--- src/rtl/fb_rect_writer.sv ---
`default_nettype none
// ============================================================================
//  Module   : fb_rect_writer
//  Purpose  : Write-side engine for the dual-port framebuffer RAM. Accepts
//             rectangle-fill commands over a valid/ready handshake and emits
//             one clipped pixel write per clock, row-major, into the RAM
//             write port (addr = y*SCREEN_WIDTH + x, data = {R,G,B}).
//  Ports    : clk, reset_n          - pixel clock, async active-low reset
//             req_valid/req_ready   - command handshake
//             req_x/y/w/h/color     - rectangle origin, size and fill colour
//             wr_en/wr_addr/wr_data - registered RAM write port
//             busy                  - command in progress
//             done                  - one-cycle completion pulse
//  Revision : 1.0 - initial release
// ============================================================================
module fb_rect_writer #(
  parameter int SCREEN_WIDTH  = 640,
  parameter int SCREEN_HEIGHT = 480,
  parameter int COLOR_DEPTH   = 8
) (
  input  logic                     clk,
  input  logic                     reset_n,
  input  logic                     req_valid,
  output logic                     req_ready,
  input  logic [9:0]               req_x,
  input  logic [9:0]               req_y,
  input  logic [9:0]               req_w,
  input  logic [9:0]               req_h,
  input  logic [3*COLOR_DEPTH-1:0] req_color,
  output logic                     wr_en,
  output logic [18:0]              wr_addr,
  output logic [3*COLOR_DEPTH-1:0] wr_data,
  output logic                     busy,
  output logic                     done
);

  localparam int          C_CW     = 3 * COLOR_DEPTH;
  localparam logic [10:0] C_SW     = 11'(SCREEN_WIDTH);
  localparam logic [10:0] C_SH     = 11'(SCREEN_HEIGHT);
  localparam logic [18:0] C_STRIDE = 19'(SCREEN_WIDTH);

  typedef enum logic [1:0] {
    ST_IDLE  = 2'd0,
    ST_SETUP = 2'd1,
    ST_FILL  = 2'd2,
    ST_DONE  = 2'd3
  } state_t;

  state_t r_state;
  state_t w_state_next;

  // Latched command
  logic [9:0]      r_x;
  logic [9:0]      r_y;
  logic [9:0]      r_w;
  logic [9:0]      r_h;
  logic [C_CW-1:0] r_color;

  // Clipped extents (exclusive) and walk counters
  logic [10:0] r_x_end;
  logic [10:0] r_y_end;
  logic [9:0]  r_col;
  logic [9:0]  r_row;
  logic [18:0] r_row_base;

  // Registered outputs
  logic            r_wr_en;
  logic [18:0]     r_wr_addr;
  logic [C_CW-1:0] r_wr_data;
  logic            r_done;

  logic            w_wr_en_next;
  logic            w_done_next;

  // 11-bit sums cannot overflow for 10-bit operands.
  logic [10:0] w_x_sum;
  logic [10:0] w_y_sum;
  logic [10:0] w_x_end;
  logic [10:0] w_y_end;
  logic        w_empty;
  logic        w_last_col;
  logic        w_last_row;

  assign w_x_sum = {1'b0, r_x} + {1'b0, r_w};
  assign w_y_sum = {1'b0, r_y} + {1'b0, r_h};
  assign w_x_end = (w_x_sum > C_SW) ? C_SW : w_x_sum;
  assign w_y_end = (w_y_sum > C_SH) ? C_SH : w_y_sum;

  // Nothing visible: origin off the right/bottom edge or zero-sized.
  assign w_empty = ({1'b0, r_x} >= C_SW) || ({1'b0, r_y} >= C_SH) ||
                   (r_w == 10'd0) || (r_h == 10'd0);

  // Extents are only compared in FILL, where they are at least origin+1.
  assign w_last_col = ({1'b0, r_col} == (r_x_end - 11'd1));
  assign w_last_row = ({1'b0, r_row} == (r_y_end - 11'd1));

  // --------------------------------------------------------------------------
  // State register
  // --------------------------------------------------------------------------
  always_ff @(posedge clk or negedge reset_n) begin
    if (!reset_n) begin
      r_state <= ST_IDLE;
    end else begin
      r_state <= w_state_next;
    end
  end

  // --------------------------------------------------------------------------
  // Next-state and next-output decode
  // --------------------------------------------------------------------------
  always_comb begin
    w_state_next = r_state;
    w_wr_en_next = 1'b0;
    w_done_next  = 1'b0;
    case (r_state)
      ST_IDLE: begin
        if (req_valid) begin
          w_state_next = ST_SETUP;
        end
      end
      ST_SETUP: begin
        w_state_next = w_empty ? ST_DONE : ST_FILL;
      end
      ST_FILL: begin
        w_wr_en_next = 1'b1;
        if (w_last_col && w_last_row) begin
          w_state_next = ST_DONE;
        end
      end
      ST_DONE: begin
        w_done_next  = 1'b1;
        w_state_next = ST_IDLE;
      end
      default: begin
        w_state_next = ST_IDLE;
      end
    endcase
  end

  // --------------------------------------------------------------------------
  // Datapath: command latch, clipping setup, pixel walk, output registers
  // --------------------------------------------------------------------------
  always_ff @(posedge clk or negedge reset_n) begin
    if (!reset_n) begin
      r_x        <= '0;
      r_y        <= '0;
      r_w        <= '0;
      r_h        <= '0;
      r_color    <= '0;
      r_x_end    <= '0;
      r_y_end    <= '0;
      r_col      <= '0;
      r_row      <= '0;
      r_row_base <= '0;
      r_wr_en    <= 1'b0;
      r_wr_addr  <= '0;
      r_wr_data  <= '0;
      r_done     <= 1'b0;
    end else begin
      r_wr_en <= w_wr_en_next;
      r_done  <= w_done_next;
      if (w_wr_en_next) begin
        r_wr_addr <= r_row_base + 19'(r_col);
        r_wr_data <= r_color;
      end
      case (r_state)
        ST_IDLE: begin
          if (req_valid) begin
            r_x     <= req_x;
            r_y     <= req_y;
            r_w     <= req_w;
            r_h     <= req_h;
            r_color <= req_color;
          end
        end
        ST_SETUP: begin
          r_x_end    <= w_x_end;
          r_y_end    <= w_y_end;
          r_row_base <= 19'(r_y) * C_STRIDE;
          r_col      <= r_x;
          r_row      <= r_y;
        end
        ST_FILL: begin
          if (w_last_col) begin
            r_col      <= r_x;
            r_row      <= r_row + 10'd1;
            r_row_base <= r_row_base + C_STRIDE;
          end else begin
            r_col <= r_col + 10'd1;
          end
        end
        default: begin
        end
      endcase
    end
  end

  assign req_ready = (r_state == ST_IDLE);
  assign busy      = (r_state != ST_IDLE);
  assign wr_en     = r_wr_en;
  assign wr_addr   = r_wr_addr;
  assign wr_data   = r_wr_data;
  assign done      = r_done;

endmodule
`default_nettype wire

--- config.mk ---
export PLATFORM = sky130hd
export DESIGN_NAME = fb_rect_writer
export DESIGN_NICKNAME = d
export VERILOG_FILES = /design/src/rtl/fb_rect_writer.sv
export SDC_FILE = /design/constraint.sdc
export NUM_CORES = 1
export LEC_CHECK = 0
export ABC_CLOCK_PERIOD_IN_PS = 3100
export BUFFER_PORTS_ARGS = -buffer_cell sky130_fd_sc_hd__buf_2
export CAP_MARGIN = 20
export CORE_MARGIN = 5
export CORE_UTILIZATION = 46
export DETAILED_ROUTE_END_ITERATION = 16
export PLACE_DENSITY = 0.68
export REMOVE_ABC_BUFFERS = 1
export SYNTH_ARGS = -nofsm -noshare
export SYNTH_HDL_FRONTEND = slang
export SYNTH_SLANG_ARGS = --single-unit
--- constraint.sdc ---
create_clock -name clk -period 3.1 [get_ports clk]
set_clock_uncertainty 0.05 [all_clocks]
set_input_delay 0.62 -clock clk [delete_from_list [all_inputs] [get_ports clk]]
set_output_delay 0.62 -clock clk [all_outputs]
set_load 0.02 [all_outputs]
Yosys cells after proc, flatten, opt, wreduce, memory -nomap -nowiden
Index checks and enable logic that the tools add are counted.
{"block": "totals", "reg_bits": 172, "in_bits": 67, "output_inout_bits": 47, "word_cells": 62}
{"block": "classes", "n_addsub": 8, "multipliers": 1, "magnitude_cmp": 4, "eq_ne": 8, "n_mux": 14, "reduce_logical": 12}
{"op": "$pmux 10 s2", "n": 2}
{"op": "$pmux 19 s2", "n": 1}
{"op": "$add 10x10->11", "n": 2}
{"op": "$eq 10x11->1", "n": 2}
{"op": "$mux 11", "n": 2}
{"op": "$sub 11x1->11 const B", "n": 2}
{"op": "$add 10x1->10 const B", "n": 2}
{"op": "$logic_not 10->1", "n": 2}
{"op": "$mux 10", "n": 2}
{"op": "$add 19x10->19", "n": 1}
{"op": "$add 19x10->19 const B", "n": 1}
{"op": "$mux 19", "n": 1}
{"op": "$mul 10x3->12 const B", "n": 1}
{"op": "$gt 11x10->1 const B", "n": 1}
{"op": "$gt 11x9->1 const B", "n": 1}
{"op": "$ge 10x10->1 const B", "n": 1}
{"op": "$ge 10x9->1 const B", "n": 1}
{"op": "$pmux 2 s4", "n": 1}
{"op": "$ne 2x2->1 const B", "n": 3}
{"op": "$reduce_and 2->1", "n": 3}
{"op": "$eq 2x2->1 const B", "n": 2}
{"op": "$mux 2", "n": 2}
{"op": "$reduce_bool 2->1", "n": 2}
{"op": "$logic_or 1x1->1", "n": 3}
{"op": "other kinds (4)", "n": 6}

Longest topological paths before layout
{"block": "depth", "ltp_word": 6, "ltp_mapped": 11, "ltp_nobuf": 10}

Worst setup path before layout
Ideal clock, no wire load.
{"block": "synth_path", "path_type": "register -> register", "from": "register r_x_end[2]", "to": "register r_col[0]", "setup_time_ns": 0.124, "arrival_time_ns": 2.667, "setup_slack_ns": 0.259, "path_stages_with_launch": 11, "path_buffers": 3, "path_cell_list": "dfrtp_1 -> buf_6 -> nor4_4 -> nand2_1 -> xnor2_1 -> or4b_4 -> buf_6 -> o31ai_4 -> buf_6 -> nor3_1 -> a211o_1"}
{"block": "synth_between", "elab_chain_len": 4}
{"item": "start: declaration", "line_no": "60", "source": "logic [10:0] r_x_end;"}
{"item": "start signal: assignment", "line_no": "177", "source": "r_x_end <= w_x_end;"}
{"item": "$sub 11x1->11", "line_no": "94", "source": "assign w_last_col = ({1'b0, r_col} == (r_x_end - 11'd1));"}
{"item": "$eq 10x11->1", "line_no": "94"}
{"item": "$mux 10", "line_no": "184", "source": "if (w_last_col) begin"}
{"item": "$pmux 10 s2", "line_no": "166", "source": "case (r_state)"}
{"item": "end signal: assignment", "line_no": "180", "source": "r_col <= r_x;"}
{"item": "end signal: assignment", "line_no": "185", "source": "r_col <= r_x;"}
{"item": "end signal: assignment", "line_no": "189", "source": "r_col <= r_col + 10'd1;"}
{"item": "end: declaration", "line_no": "62", "source": "logic [9:0] r_col;"}
Every way passes these cells.
A chain may end at the register's enable or synchronous reset.

Worst setup path after layout
{"block": "layout_path", "from": "register r_y[0]", "to": "register r_y_end[2]"}
{"block": "layout_between", "elab_chain_len": 3}
{"item": "start: declaration", "line_no": "54", "source": "logic [9:0] r_y;"}
{"item": "start signal: assignment", "line_no": "170", "source": "r_y <= req_y;"}
{"item": "$add 10x10->11 (*)", "line_no": "85", "source": "assign w_y_sum = {1'b0, r_y} + {1'b0, r_h};"}
{"item": "$gt 11x9->1", "line_no": "87", "source": "assign w_y_end = (w_y_sum > C_SH) ? C_SH : w_y_sum;"}
{"item": "$mux 11 (*)", "line_no": "87"}
{"item": "end signal: assignment", "line_no": "178", "source": "r_y_end <= w_y_end;"}
{"item": "end: declaration", "line_no": "61", "source": "logic [10:0] r_y_end;"}
Mark *: on every way between the ends. The rest lies on a longest branch, timed or not.

==> flow_summary.yaml <==
die:
  die-height_um: 153
  floorplan.initialDensity_pct: 46.6
  fp.dieW_um: 153
  core.rowCount: 52
  top_level_ports: 114
  die-area_sq_mm: 0.0235
  floorplan.core_area_sq_mm: 0.0202
yosys:
  synthDistinctLibCells: 79
  synth_top_cells_by_count: "165 x sky130_fd_sc_hd__dfrtp_1, 98 x sky130_fd_sc_hd__mux2_2, 48 x sky130_fd_sc_hd__ha_1"
  synth_seq_cells: 165
  synth_area_leaders: "sky130_fd_sc_hd__dfrtp_1 44%, sky130_fd_sc_hd__mux2_2 12%, sky130_fd_sc_hd__ha_1 6.4%, sky130_fd_sc_hd__xnor2_1 3.3%, sky130_fd_sc_hd__a21oi_1 2.3%"
  ys_seq_area_share_pct: 43.8
  netlist_area_sq_mm: 0.00943
  postSynthAreaPerCell_sq_um: 10.9
  async_reset_ff_share_pct: 100
  yosysTopAreaCell: "sky130_fd_sc_hd__dfrtp_1"
  synth_flop_cell: "sky130_fd_sc_hd__dfrtp_1"
  synth.yosys.warnings: 0
  synth_most_common_cell: "sky130_fd_sc_hd__dfrtp_1"
  synth.top_cell.area_share_pct: 43.8
  number_of_synthesized_flops_with_an_enable_pin: 0
  syn_inst: 867
clocking:
  post_cts.resized_instances: 0
  post_cts_hold_buffer_count: 0
  clock_path_buffers: 2
  h-tree-depth: 4
  cts.sink_count: 165
  cts_root_buf: "sky130_fd_sc_hd__clkbuf_16"
  worst_setup_hold_path_clk_slew_ns: 0.07
  cts_tree: "done"
  cts-buffers-inserted: 17
  postCtsSetupRepairBufs: 0
  clock_insertion_delay_worst_skew_ns: 0.43
power_and_ir_drop:
  power_frac_seq_pct: 47.8
  design_power_total_uw: 4500
  p_sw_uw: 961
  ir_drop_mv: 0.403
  proportion_of_power_drawn_by_the_clock_network_pct: 50.3
  comb_power_share_pct: 2.0
  switching_share_pct: 21.3
  p_leak_uw: 0.00570
  internal-power_uw: 3540
  power_density_mw_per_mm2: 409
grt:
  number_of_antenna_violations_at_the_first_check_in_global_routing: 4
  grt_usage_pct: 18.6
  vias_in_the_first_global_route: 7085
  grt_remaining_overflow: 0
  grt_start_max_net_pins: 72
  global_route_wire_length_before_repair_um: 36100
timing:
  slew_violations: 0
  setup_viol: 0
  grt_setup_unrepaired: "false"
  fin_crit_ns: 2.89
  setup-tns-final_ns: 0
  timing.final.hold_violations: 0
  finalHoldWorstSlack_ns: 0.142
  timing.slew.headroom_pct: 56.2
  fmaxAchievable_mhz: 346
  period_share_pct: 93.2
  setup_slack_ns: 0.212
  worstMarginPinSlew_ns: 0.657
finish:
  layout.filler_cells: 1781
  layout.cell_area.non_filler_sq_mm: 0.0110
  syn2layout_area_growth_pct: 16.8
  nNetsFinal: 1100
  layout-drive-gt1-share_pct: 29.4
worst_setup_path:
  worstSetupPathDepth: 8
  worst_setup_path_end_kind: "flip-flop"
  cpPeakStageDelay_ns: 0.64
  critPathArrivalTime_ns: 3.15
  timing_worst_setup_path_type: "flip-flop to flip-flop"
  slowest_cell_on_the_critical_path: "sky130_fd_sc_hd__or4_1"
  worstPathCellList: "ha_1 > fa_1 > a211oi_2 > o31ai_1 > a21oi_1 > xor2_1 > or4_1 > a41o_1"
  reg2regPathDepth: 8
  crit_buf_inv: 0
  cp_delay_by_family_top: "compound AO/OA/AOI/OAI gates"
  timing.critical_path.required_ns: 3.36
  start_kind: "flip-flop"
  critPathMaxFanout: 5
placement:
  detailed_placement_wirelength_estimate_um: 15500
  placement.cell_area_sq_mm: 0.0104
  place_congestion: 0.853
  place_ws_ns: 0.137
  place.port_buffers: 113
routing:
  detail-route-antenna-nets: 0
  via_count: 7040
  dr.pass1.iters: 5
  drtIter0Drc: 352
  drc: 0
  totalWireLength_um: 21200
  avgViaCountPerCell: 5.56
  routed_wire_length_per_instance_um: 16.8
min_path:
  min-delay-path-class: "input pin to asynchronous set/reset pin"
run_status:
  status: "finished clean"
job:
  cap_viol_max_count: 0
[cell usage in the layout (no fill, tap or decap), drive strengths merged, types with 12 or more instances in the layout]
cell type,n
a21oi,44
inv,40
nor2,40
a211oi,15
o21ai,27
mux2i,20
clkbuf,17
nor3,22
mux2,98
dfrtp,165
nand4,12
buf,136
nand2,36
nand3,14
xnor2,36
a21o,16
nor2b,20
xor2,19
ha,48
[state kept, by name (all words and copies together) (netlist names), 11 cells and up]
| signal | flops |
|---|---|
| r_color | 24 |
| r_row_base | 12 |
| r_x_end | 11 |
| r_y_end | 11 |
| wr_addr | 19 |
| wr_data | 24 |
[power by group through the flow]
stage | Clock (uW) | Sequential [uW] | Combinational, uW
2_1_floorplan | 0 | 2190 | 0.910
5_1_grt | 2410 | 2150 | 103
4_1_cts | 2320 | 2150 | 92.5
6_report | 2260 | 2150 | 87.8
3_3_place_gp | 0 | 2190 | 90.6
3_5_place_dp | 0 | 2190 | 92.2
[metal layers]
metal | track usage (%) | up-vias | part of all wire (%) | wire length (um)
met5 | 0 | - | 0.066 | 14
met4 | 4.84 | 4 | 1.4 | 292
met3 | 5.40 | 24 | 6.6 | 1400
met2 | 28.8 | 175 | 45 | 9600
met1 | 25.9 | 3409 | 47 | 9910
li1 | - | 3428 | - | -
[final cells by class]
class	count	area (sq um)	share of cell area [%]
clock inverters	14	198	1.79
inverters	36	135	1.23
flip-flops and latches	165	4130	37.5
diodes	2	5.00	0.0454
repair buffers	136	769	6.98
multi-input cells	626	5020	45.6
well taps	270	338	3.06
clock buffers	17	425	3.86
[stage by stage]
stage | std cells | utilization (%)
3_3_place_gp | 1233 | 51.3
4_1_cts | 1264 | 54.4
5_1_grt | 1266 | 54.5
2_1_floorplan | 827 | -
3_5_place_dp | 1233 | 51.3
6_report | 1266 | 54.5
[kinds of logic after synthesis]
family,share of synthesized area (%)
compound gates,13.8
xor+xnor,5.11
fa+ha+maj,7.00
buf+inv,3.29
flops,43.8
mux,13.8
simple gates,13.2
[final timing paths]
kind,startpoint,to,slack [ns]
worst max-delay path,r_y[0],r_y_end[2],0.21
worst min-delay path,reset_n,r_color[16],0.14
worst max register to register,r_y[0],r_y_end[2],0.21
worst min register to register,r_color[21],r_color[21],0.45
max in group asynchronous,reset_n,r_state[0],2.08
min in group clk,req_color[4],r_color[4],0.37
No activity file was read; power rests on OpenSTA's default activity.
